### src/rtl/seg_pkg.sv
// Shared constants for the 7-segment scan controller: active-low segment
// patterns {A..G}, conversion FSM states and small elaboration helpers.
package seg_pkg;

   localparam logic [6:0] SEG_0    = 7'h01;
   localparam logic [6:0] SEG_1    = 7'h4F;
   localparam logic [6:0] SEG_2    = 7'h12;
   localparam logic [6:0] SEG_3    = 7'h06;
   localparam logic [6:0] SEG_4    = 7'h4C;
   localparam logic [6:0] SEG_5    = 7'h24;
   localparam logic [6:0] SEG_6    = 7'h20;
   localparam logic [6:0] SEG_7    = 7'h0F;
   localparam logic [6:0] SEG_8    = 7'h00;
   localparam logic [6:0] SEG_9    = 7'h04;
   localparam logic [6:0] SEG_DASH = 7'h7E;
   localparam logic [6:0] SEG_OFF  = 7'h7F;

   typedef enum logic [1:0] {
      IDLE   = 2'd0,
      CONV   = 2'd1,
      COMMIT = 2'd2
   } conv_state_e;

   function automatic int unsigned pow10(input int unsigned n);
      int unsigned r;
      r = 1;
      for (int unsigned i = 0; i < n; i++) r = r * 10;
      return r;
   endfunction

   // Non-BCD nibbles cannot occur from the converter; they fall back to dark.
   function automatic logic [6:0] seg_encode(input logic [3:0] d);
      logic [6:0] s;
      case (d)
         4'd0:    s = SEG_0;
         4'd1:    s = SEG_1;
         4'd2:    s = SEG_2;
         4'd3:    s = SEG_3;
         4'd4:    s = SEG_4;
         4'd5:    s = SEG_5;
         4'd6:    s = SEG_6;
         4'd7:    s = SEG_7;
         4'd8:    s = SEG_8;
         4'd9:    s = SEG_9;
         default: s = SEG_OFF;
      endcase
      return s;
   endfunction

endpackage

### src/rtl/bin2bcd_seq.sv
// Sequential double-dabble converter: one add-3/shift step per cycle for
// DATA_W cycles after start_i, then a one-cycle done_o pulse.
module bin2bcd_seq
   import seg_pkg::*;
#(
   parameter int DATA_W     = 8,
   parameter int NUM_DIGITS = 2
) (
   input  logic                    clock_i,
   input  logic                    reset_i,
   input  logic                    start_i,
   input  logic [DATA_W-1:0]       bin_i,
   output logic                    done_o,
   output logic [4*NUM_DIGITS-1:0] bcd_o,
   output logic                    ovf_o
);

   localparam int BCD_W = 4 * NUM_DIGITS;
   localparam int CNT_W = $clog2(DATA_W + 1);
   localparam logic [DATA_W-1:0] MAX_VAL = DATA_W'(pow10(NUM_DIGITS) - 1);

   logic [DATA_W-1:0] bin_q;
   logic [BCD_W-1:0]  bcd_q;
   logic [BCD_W-1:0]  bcd_adj;
   logic [CNT_W-1:0]  cnt_q;
   logic              active_q;
   logic              done_q;
   logic              ovf_q;

   function automatic logic [BCD_W-1:0] add3(input logic [BCD_W-1:0] b);
      logic [BCD_W-1:0] r;
      r = b;
      for (int i = 0; i < NUM_DIGITS; i++) begin
         if (r[4*i +: 4] >= 4'd5) r[4*i +: 4] = r[4*i +: 4] + 4'd3;
      end
      return r;
   endfunction

   assign bcd_adj = add3(bcd_q);

   always_ff @(posedge clock_i) begin
      if (reset_i) begin
         active_q <= 1'b0;
         done_q   <= 1'b0;
         cnt_q    <= '0;
      end else begin
         done_q <= 1'b0;
         if (start_i) begin
            active_q <= 1'b1;
            cnt_q    <= '0;
         end else if (active_q) begin
            cnt_q <= cnt_q + 1'b1;
            if (cnt_q == CNT_W'(DATA_W - 1)) begin
               active_q <= 1'b0;
               done_q   <= 1'b1;
            end
         end
      end
   end

   // Bits shifted out of the top digit are irrelevant: overflow is decided
   // directly from the binary value and forces dashes downstream.
   always_ff @(posedge clock_i) begin
      if (start_i) begin
         bin_q <= bin_i;
         bcd_q <= '0;
         ovf_q <= (bin_i > MAX_VAL);
      end else if (active_q) begin
         bcd_q <= {bcd_adj[BCD_W-2:0], bin_q[DATA_W-1]};
         bin_q <= {bin_q[DATA_W-2:0], 1'b0};
      end
   end

   assign done_o = done_q;
   assign bcd_o  = bcd_q;
   assign ovf_o  = ovf_q;

endmodule

### src/rtl/seg_scan_controller.sv
// Multiplexed N-digit 7-segment driver: accepts a binary value by valid/ready,
// converts it to BCD, and scans digits MSD-first with an anti-ghost blank.
module seg_scan_controller
   import seg_pkg::*;
#(
   parameter int NUM_DIGITS   = 2,
   parameter int DATA_W       = 8,
   parameter int REFRESH_DIV  = 50000,
   parameter int BLANK_CYCLES = 500
) (
   input  logic                  clock,
   input  logic                  reset,
   input  logic [DATA_W-1:0]     data_in,
   input  logic                  data_valid,
   output logic                  data_ready,
   input  logic                  blank_lz,
   output logic [6:0]            out_cathode,
   output logic [NUM_DIGITS-1:0] anode
);

   localparam int BCD_W = 4 * NUM_DIGITS;
   localparam int CNT_W = (REFRESH_DIV > 1) ? $clog2(REFRESH_DIV) : 1;
   localparam int IDX_W = (NUM_DIGITS > 1) ? $clog2(NUM_DIGITS) : 1;

   conv_state_e           state_q;
   logic                  ready_q;
   logic [BCD_W-1:0]      pend_q;
   logic                  pend_ovf_q;
   logic [BCD_W-1:0]      disp_q;
   logic                  disp_ovf_q;
   logic [CNT_W-1:0]      cnt_q;
   logic [IDX_W-1:0]      idx_q;
   logic [NUM_DIGITS-1:0] anode_q;
   logic [NUM_DIGITS-1:0] anode_d;
   logic [6:0]            cath_q;
   logic [6:0]            cath_d;

   logic                  accept;
   logic                  slot_wrap;
   logic                  conv_done;
   logic                  conv_ovf;
   logic [BCD_W-1:0]      conv_bcd;
   logic [NUM_DIGITS-1:0] lz_blank;
   logic                  lz_run;
   logic [3:0]            cur_digit;

   // ready_q is high only in IDLE, so this also gates acceptance to IDLE.
   assign accept = data_valid & ready_q;

   bin2bcd_seq #(
      .DATA_W     (DATA_W),
      .NUM_DIGITS (NUM_DIGITS)
   ) u_bin2bcd (
      .clock_i (clock),
      .reset_i (reset),
      .start_i (accept),
      .bin_i   (data_in),
      .done_o  (conv_done),
      .bcd_o   (conv_bcd),
      .ovf_o   (conv_ovf)
   );

   always_ff @(posedge clock) begin
      if (reset) begin
         state_q    <= IDLE;
         ready_q    <= 1'b1;
         pend_q     <= '0;
         pend_ovf_q <= 1'b0;
      end else begin
         case (state_q)
            IDLE: begin
               if (accept) begin
                  state_q <= CONV;
                  ready_q <= 1'b0;
               end
            end
            CONV: begin
               if (conv_done) state_q <= COMMIT;
            end
            COMMIT: begin
               pend_q     <= conv_bcd;
               pend_ovf_q <= conv_ovf;
               state_q    <= IDLE;
               ready_q    <= 1'b1;
            end
            default: begin
               state_q <= IDLE;
               ready_q <= 1'b1;
            end
         endcase
      end
   end

   assign slot_wrap = (cnt_q == CNT_W'(REFRESH_DIV - 1));

   // Display register only changes on a slot boundary, never mid-digit.
   always_ff @(posedge clock) begin
      if (reset) begin
         cnt_q      <= '0;
         idx_q      <= '0;
         disp_q     <= '0;
         disp_ovf_q <= 1'b0;
         anode_q    <= '0;
         cath_q     <= SEG_OFF;
      end else begin
         anode_q <= anode_d;
         cath_q  <= cath_d;
         if (slot_wrap) begin
            cnt_q      <= '0;
            idx_q      <= (idx_q == '0) ? IDX_W'(NUM_DIGITS - 1) : idx_q - 1'b1;
            disp_q     <= pend_q;
            disp_ovf_q <= pend_ovf_q;
         end else begin
            cnt_q <= cnt_q + 1'b1;
         end
      end
   end

   always_comb begin
      lz_run   = 1'b1;
      lz_blank = '0;
      for (int i = NUM_DIGITS - 1; i > 0; i--) begin
         lz_run      = lz_run & (disp_q[4*i +: 4] == 4'd0);
         lz_blank[i] = lz_run;
      end
      cur_digit = disp_q[{idx_q, 2'b00} +: 4];
      anode_d   = '0;
      cath_d    = SEG_OFF;
      if (cnt_q >= CNT_W'(BLANK_CYCLES)) begin
         anode_d[idx_q] = 1'b1;
         if (disp_ovf_q)                       cath_d = SEG_DASH;
         else if (blank_lz && lz_blank[idx_q]) cath_d = SEG_OFF;
         else                                  cath_d = seg_encode(cur_digit);
      end
   end

   assign data_ready  = ready_q;
   assign anode       = anode_q;
   assign out_cathode = cath_q;

endmodule

### config.mk
export PLATFORM = sky130hd
export DESIGN_NAME = seg_scan_controller
export DESIGN_NICKNAME = d
export VERILOG_FILES = /design/src/rtl/seg_pkg.sv /design/src/rtl/bin2bcd_seq.sv /design/src/rtl/seg_scan_controller.sv
export SDC_FILE = /design/constraint.sdc
export NUM_CORES = 1
export LEC_CHECK = 0
export BUFFER_PORTS_ARGS = -buffer_cell sky130_fd_sc_hd__buf_2
export CORE_MARGIN = 3
export CORE_UTILIZATION = 44
export CTS_CLUSTER_DIAMETER = 60
export DETAILED_ROUTE_END_ITERATION = 8
export SLEW_MARGIN = 40
export SYNTH_ARGS = -nofsm -noshare
export SYNTH_HDL_FRONTEND = slang
export SYNTH_SLANG_ARGS = --single-unit
### constraint.sdc
create_clock -name clock -period 4 [get_ports clock]
set_clock_uncertainty 0.2 [all_clocks]
set_input_delay 0.6 -clock clock [delete_from_list [all_inputs] [get_ports clock]]
set_output_delay 0.6 -clock clock [all_outputs]
set_load 0.02 [all_outputs]
Word-level counts from Yosys, hierarchy flattened. Memory sizes are Yosys's and may differ from the RTL's. Index checks and enable logic that the tools add are counted.

Bits of input ports: 12. Bits in registers: 70. Memories: 1. Output and inout bits: 10. Bits in read-only memories: 112. Logic and storage cells: 72.

Reductions and logical operators: 12. $add $sub $neg: 5. Mux-type cells: 20. Bitwise operators: 4. Shift operators: 1. Order comparisons: 6. Equal/unequal tests: 6.

Memory list: (name not given) (words 16, width 7, read ports 1, clocked after Yosys merged registers in 0, wr ports 0, RTL line seg_pkg.sv:34) `case (d)`.

Operators with widths (number): $add A16 B1 Y16 const B (1); $eq A16 B16 Y1 const B (1); $ge A16 B9 Y1 const B (1); $mux W8 (2); $mux W1 (11); $ge A4 B3 Y1 const B (2); $gt A8 B7 Y1 const B (1); $shiftx A8 B4 Y4 (1); $reduce_or A2 Y1 (3); $add A4 B1 Y4 const B (1); $add A4 B2 Y4 const B (1); $eq A4 B3 Y1 const B (1); $logic_not A4 Y1 (1); $mux W2 (2); $mux W4 (1); $pmux W2 S2 (1); $reduce_and A2 Y1 (2); $reduce_or A4 Y1 (1); $add A3 B2 Y3 const B (1); $mux W3 (1); $not A1 Y1 (3); $reduce_or A3 Y1 (1); $eq A2 B1 Y1 const B (1); $eq A2 B2 Y1 const B (1); 11 further kinds (12).

Longest topological paths before layout. Gate-level depths: netlist of the first run.

Word-level depth: 6. Depth in mapped cells: 8. Depth with buffers taken out: 7.

By module. A second synthesis of the first run with hierarchy kept.

Cells, all modules: 325. Area, all modules: 3130.5 µm².

Modules (own cells, without submodules): seg_scan_controller (area each 2043.2 µm², cells each 226, times used 1, sequential area each 940.9 µm²); bin2bcd_seq (area each 1087.3 µm², cells each 99, times used 1, sequential area each 550.5 µm²).

Worst setup path before layout of the first run. Ideal clock, no wire load.

Path type: register -> register. From: reg idx_q. To: reg cath_q[3] (netlist: out_cathode[3]). Setup slack: 2092 ps. Library setup time: 143 ps. Arrival: 1565 ps. Cell stages (with the launch flop): 8. Path buffers: 1. Period minus slack after synthesis: 1908 ps. Data required time: 3657 ps. Cell sequence: dfxtp_1 > buf_2 > mux2i_1 > inv_1 > ha_1 > nand2b_1 > a21oi_1 > o21ai_0.

Word-level cells in the longest chain between the ends: 4. Elaborated cells between the ends (all ways): 6. Those cells by class: shift: 1; mux: 2; reduce/logical: 2; memory: 1.

Ends and longest elaborated chain: start, declared (RTL line seg_scan_controller.sv:32) `logic [IDX_W-1:0] idx_q;`; start signal, assigned (RTL line seg_scan_controller.sv:110) `idx_q <= (idx_q == '0) ? IDX_W'(NUM_DIGITS - 1) : idx_q - 1'b1;`; parallel branches: the longest is 4 deep, another holds $mem_v2 Z16 W7; end signal, assigned (RTL line seg_scan_controller.sv:107) `cath_q <= cath_d;`; end, declared (RTL line seg_scan_controller.sv:35) `logic [6:0] cath_q;`.

Parallel ways; which one is timed is not known. The select of a mux whose other input is x is not followed. A chain may end at the register's enable or synchronous reset.

Worst setup path in the final report of the first run. Same ends and word-level chain as after synthesis.

==> summary.md, run 1 <==
| Metric | Value |
|---|---|
| CTS H-Tree Depth | `3` |
| Number of library cell types mapped by synthesis | `45` |
| Synthesized area | `3110 sq um` |
| Worst-path clk slew | `0.07 ns` |
| Die ar. | `8110 sq um` |
| Top cell type's share of synthesized area | `39.3%` |
| Final wirelength | `5.18 mm` |
| Worst endpoint data arrival time | `2.17 ns` |
| Max-slew violations | `0` |
| Net Switching | `0.000299 W` |
| Cts bufs inserted | `9` |
| Core footprint | `6830 sq um` |
| Share of layout cells above drive strength 1 | `12.9%` |
| Synth top cells by count | `dfxtp_1 (61), nand2_1 (54), nor2_1 (34)` |
| Top delay family on crit path | `flip-flops` |
| Synth Flop Type | `dfxtp_1` |
| Leak Pwr | `1.29 nW` |
| Fin cells | `453` |
| Dpl cells | `439` |
| Minimum clock period | `2.18 ns` |
| Die Y | `90.1 um` |
| I/O pin count | `22` |
| Setup ws final | `1.82 ns` |
| Async S/R FF share, synth | `0%` |
| Switching share of power | `22.9%` |
| Antenna viol nets, final | `0` |
| Syn Nets | `363` |
| Status | `completed` |
| #FFs+latches synth | `70` |
| Largest net degree at the start of global routing | `33` |
| R2r startpoint | `idx_q` |
| Critical R2R Capture | `out_cathode[3]` |
| Stages on worst setup path | `6` |
| Hold Violations, Final | `0` |
| Clock sink count | `70` |
| Placer Congestion | `0.797` |
| Drc violations | `0` |
| DPL Wire Length | `3.61 mm` |
| Vias in the first global route | `2111` |
| Drt via density | `4.92` |
| Root buf cell | `clkbuf_8` |
| Worst reg2reg path depth | `6` |
| Final setup viols | `0` |
| Critical path origin | `idx_q` |
| CP max FO | `9` |
| Slowest stage cell, crit path | `dfxtp_1` |
| Global-route wire length before repair | `9.40 mm` |
| DIE WIDTH | `90.1 um` |
| Gr usage total | `14.1%` |
| # diodes | `0` |
| IO Port Bufs | `21` |
| Top post-synthesis cells by area | `dfxtp_1 (39%), edfxtp_1 (8.7%), nand2_1 (6.5%)` |
| Starting Density | `45.5%` |
| R2R setup slack | `1.82 ns` |
| Layout fillers | `679` |
| Pwr dens | `382 nW/um^2` |
| CP Cell Sequence | `mux2i_1, inv_1, ha_1, nand2b_1, a21oi_1, o21ai_0` |
| Max Clock Freq | `459 MHz` |
| Final setup TNS | `0 ns` |
| Post-CTS sizing | `0` |
| Max cap viols | `0` |
| Pre-CTS setup slack | `1.82 ns` |
| Synth Instances | `338` |
| Final Util | `49.9%` |
| Worst setup path endpoint | `out_cathode[3]` |
| Ys Warns | `0` |
| Layout area overhead | `9.69%` |
| Critical path endpoint category | `register` |
| Nets | `379` |
| Post-CTS Hold Buffers | `0` |
| Most frequent cell after synthesis | `dfxtp_1` |
| Syn Area/Cell | `9.20 sq um` |
| Bufs on Longest Clock Path | `2` |
| CP Launch Type | `register` |
| Internal power | `0.00101 W` |
| Initial antenna violation count | `0` |
| Avg WL per Cell | `11.4 um` |
| Slew margin rel. | `59.1%` |
| Seq/Total Area, Yosys | `47.9%` |
| CP Buf/Inv Count | `1` |
| Required time of the critical path | `3.99 ns` |
| Period utilisation layout | `54.5%` |
| Crit Path Class | `register to register` |
| Min-Delay Path Class | `register to register` |
| Leading area contributor after synthesis | `dfxtp_1` |
| Number of flops mapped to enable cells by yosys | `9` |
| Site Rows | `30` |
| Vias | `2228` |
| VDD IR max | `289 uV` |
| Power share of the clock group | `35.8%` |
| Slew of the pin with the lowest slew margin | `0.614 ns` |
| Crit-path max cell delay | `0.56 ns` |
| Drt initial violations | `108` |
| DR pass1 iterations | `4` |
| CTS tree | `built` |
| Worst-Skew Late Latency | `0.33 ns` |
| Comb pwr share | `6.4%` |
| Sequential share of power | `57.9%` |
| RSZ-0062 raised after global routing | `no` |
| Grt ovf | `0` |
| Post-CTS setup buffers | `0` |
[metrics by stage]
| stage | hold WS [ns] | area, sq um | total power [W] |
|---|---|---|---|
| after detailed placement | 0.243 | 3260 | 0.000855 |
| final | 0.253 | 3410 | 0.00130 |
| after CTS | 0.252 | 3410 | 0.00133 |
| after floorplan | 0.232 | 3110 | 0.000831 |
| after global placement | 0.239 | 3260 | 0.000852 |
| after global routing | 0.279 | 3410 | 0.00137 |
[flip-flops by register name, summed over array words and instances (netlist names)]
| signal | flops |
|---|---|
| u_bin2bcd.ovf_o | 1 |
| idx_q | 1 |
| anode | 2 |
| pend_ovf_q | 1 |
| u_bin2bcd.bin_q | 8 |
| out_cathode | 7 |
| state_q | 2 |
| u_bin2bcd.cnt_q | 4 |
| cnt_q | 16 |
| u_bin2bcd.active_q | 1 |
| u_bin2bcd.done_o | 1 |
| u_bin2bcd.bcd_o | 8 |
| disp_q | 8 |
| pend_q | 8 |
| data_ready | 1 |
| disp_ovf_q | 1 |
[power by group through the flow]
stage | Clock (W) | Sequential, W | Combinational [W]
floorplan | 0 | 0.000766 | 0.0000655
global placement | 0 | 0.000770 | 0.0000828
detailed placement | 0 | 0.000771 | 0.0000844
CTS | 0.000486 | 0.000755 | 0.0000849
global route | 0.000518 | 0.000758 | 0.0000973
finish | 0.000466 | 0.000755 | 0.0000830
[worst reg2reg max path: cells and delay by family (launching register included)]
| kind | cells | cell delay [ns] |
|---|---|---|
| flops | 1 | 0.56 |
| mux | 1 | 0.53 |
| compound gates | 2 | 0.28 |
| fa+ha+maj | 1 | 0.21 |
| buf+inv | 1 | 0.13 |
| simple gates | 1 | 0.13 |
[placed cells by master (no fill, tap or decap), types with 8 or more instances in the layout]
cell	count
a21oi_1	18
buf_2	21
clkbuf_8	10
dfxtp_1	61
edfxtp_1	9
ha_1	13
inv_1	12
mux2i_1	14
nand2_1	54
nand3_1	8
nand4_1	9
nor2_1	34
nor3_1	9
o21ai_0	17
xor2_1	14
[per-layer routing]
layer / part of all wire [%] / up-vias / GRT usage (%)
met1: 49 / 1019 / 16.9
met4: 0.98 / 0 / 4.97
met5: 0 / - / 0
met2: 47 / 23 / 23.4
li1: - / 1181 / -
met3: 3.0 / 5 / 4.85
[how the worst min path moves through the flow]
| stage | start | end | slack (ns) | depth (start not counted) |
|---|---|---|---|---|
| global route | u_bin2bcd.bcd_o[5] | pend_q[5] | 0.28 | 2 |
| global placement | u_bin2bcd.bcd_o[5] | pend_q[5] | 0.24 | 2 |
| detailed placement | u_bin2bcd.bcd_o[5] | pend_q[5] | 0.24 | 2 |
| finish | u_bin2bcd.bcd_o[5] | pend_q[5] | 0.25 | 2 |
| floorplan | u_bin2bcd.bcd_o[5] | pend_q[5] | 0.23 | 2 |
| CTS | u_bin2bcd.bcd_o[5] | pend_q[5] | 0.25 | 2 |
[cell type report]
| cell class | count | area (sq um) | area share (%) |
|---|---|---|---|
| clock buffer | 12 | 145 | 4.25 |
| sequential | 70 | 1490 | 43.7 |
| timing repair buffer | 22 | 113 | 3.30 |
| inverter | 12 | 45.0 | 1.32 |
| tap | 96 | 120 | 3.52 |
| clock inverter | 2 | 10.0 | 0.293 |
| multi-input combinational | 239 | 1490 | 43.6 |
[logic make-up (layout without fill, tap and decap cells)]
logic type	after synthesis	count (layout)	synth area share, %
muxes	19	19	6.40
buffers and inverters	29	48	4.22
DFF	70	70	47.9
and+or+nand+nor	144	144	22.9
AOI/OAI and AO/OA	43	43	7.64
xor gates and xnor gates	20	20	5.63
adders and majority gates	13	13	5.23
Power figures use the tool's default switching activity.
==> run 2, diff against run 1 <==
clock period = 1.8 ns   (was 4 ns; I/O delays follow)
==> run 2 against run 1 <==
Effect of this change: global-route usage grew 0.79 points; sequential share of layout area shrank 3.5 points; non-clock buffer count grew 27; count of clock-buffer cells in the layout grew 3; die area is the same; design area grew 9.1%; critical path depth is the same; fmax grew 28%; register-to-register slack lost 1.7 ns; largest power group unchanged; hold slack lost 0.23 ns; cell count grew 6.2%; critical path type unchanged; first-iteration DRC count shrank 40%.
==> summary.md, run 2 (synthesis results as in run 1) <==
| Metric | Value |
|---|---|
| Clock sink count | `70` |
| Post-CTS setup buffers | `0` |
| IO Port Bufs | `21` |
| Drt initial violations | `65` |
| Slew margin rel. | `71.4%` |
| Drt via density | `4.89` |
| # diodes | `0` |
| Initial antenna violation count | `0` |
| Stages on worst setup path | `6` |
| Final setup viols | `0` |
| Post-route design area | `3720 sq um` |
| CTS H-Tree Depth | `3` |
| Dpl cells | `460` |
| Leak Pwr | `1.45 nW` |
| Hold path cells | `3` |
| Slew of the pin with the lowest slew margin | `0.423 ns` |
| Most frequent cells in the layout | `dfxtp_1 (56), nand2_1 (54), nor2_1 (34)` |
| Final Util | `54.5%` |
| Number of flip-flops in the largest register | `16` |
| Most common cell after layout, fill and taps aside | `dfxtp_1` |
| DPL Wire Length | `3.98 mm` |
| Max cap viols | `0` |
| Worst endpoint data arrival time | `1.72 ns` |
| Global-route wire length before repair | `9.92 mm` |
| Largest net degree at the start of global routing | `28` |
| Period utilisation layout | `94.8%` |
| Gr usage total | `14.9%` |
| Layout area overhead | `19.7%` |
| Critical path endpoint category | `register` |
| CP Launch Type | `register` |
| Root buf cell | `clkbuf_8` |
| Worst-Skew Late Latency | `0.33 ns` |
| Slowest stage cell, crit path | `dfxtp_2` |
| Pwr dens | `823 nW/um^2` |
| Max Clock Freq | `586 MHz` |
| Required time of the critical path | `1.81 ns` |
| Die ar. | `8110 sq um` |
| Vias in the first global route | `2244` |
| Grt ovf | `0` |
| CP Cell Sequence | `nor4_4, buf_4, and4bb_4, clkbuf_16, mux2i_1, nor2_1` |
| Worst-path clk slew | `0.07 ns` |
| Placer Congestion | `0.808` |
| Site Rows | `30` |
| Status | `completed` |
| Drc violations | `0` |
| Fin cells | `481` |
| Worst reg2reg path depth | `6` |
| Dpl cell area | `3430 sq um` |
| I/O pin count | `22` |
| Share of layout cells above drive strength 1 | `20.0%` |
| VDD IR max | `607 uV` |
| Min-Delay Path Class | `input port to register` |
| Minimum clock period | `1.71 ns` |
| Largest register by flop count | `cnt_q` |
| Crit-path max cell delay | `0.34 ns` |
| Die Y | `90.1 um` |
| DIE WIDTH | `90.1 um` |
| RSZ-0062 raised after global routing | `yes` |
| Final wirelength | `5.65 mm` |
| Max-slew violations | `0` |
| Core footprint | `6830 sq um` |
| Cts bufs inserted | `9` |
| CTS tree | `built` |
| Avg WL per Cell | `11.7 um` |
| Starting Density | `45.5%` |
| CP Buf/Inv Count | `2` |
| Sequential cell area | `1500 sq um` |
| DR pass1 iterations | `4` |
| Bufs on Longest Clock Path | `2` |
| Vias | `2350` |
| Nets | `406` |
| Area occupied by multi-input gates | `1520 sq um` |
| Antenna viol nets, final | `0` |
| Layout fillers | `669` |
| CP max FO | `5` |
| Hold Violations, Final | `0` |
| Top delay family on crit path | `simple AND/OR/NAND/NOR gates` |
| Crit Path Class | `register to register` |
## run 2: area by class of cell
type,instances,share of cell area (%)
inverters,12,1.21
well taps,96,3.23
clock buffers,15,5.01
flip-flops and latches,70,40.2
multi-input cells,239,40.7
repair buffers,49,9.61
## run 2: stage by stage
stage	setup slack, ns	power, W	setup TNS, ns	hold slack, ns
finish	0.0944	0.00306	0	0.0209
detailed placement	0.0237	0.00192	0	0.251
CTS	0.0114	0.00311	0	0.00226
global route	0.00155	0.00322	0	0.00590
floorplan	-0.0368	0.00185	-0.120	0.163
global placement	0.0211	0.00191	0	0.241
## run 2: final timing paths
| check | start | slack, ns | endpoint |
|---|---|---|---|
| max | cnt_q[11] | 0.09 | disp_q[5] |
| min reg2reg | pend_ovf_q | 0.26 | pend_ovf_q |
| min | data_in[6] | 0.02 | u_bin2bcd.bin_q[6] |
| max reg2reg | cnt_q[11] | 0.09 | disp_q[5] |
## run 2: repair_timing
action                                  in CTS  in global routing
gates resized for setup                      0                 10
endpoints found under the hold margin        7                  0
hold buffers                                 5                  0
endpoints found under the setup margin       0                 30
## run 2: per-layer routing
layer | track usage, % | vias to the layer above | routed length [um]
met2 | 23.9 | 35 | 2700
li1 | - | 1237 | -
met1 | 18.5 | 1074 | 2690
met4 | 4.97 | 0 | 44
met5 | 0 | - | 0
met3 | 5.36 | 4 | 214
## run 2: power breakdown
group | total (W) | internal (W) | leakage (nW) | switching (W)
clock | 0.00117 | 0.000646 | 0.0958 | 0.000522
sequential | 0.00167 | 0.00164 | 0.586 | 0.0000324
combinational | 0.000221 | 0.0000962 | 0.770 | 0.000125
## run 2: tightest hold or removal path: stages
cell,delay (ns)
buf_2,0.09
nand2_1,0.04
nand2_1,0.05
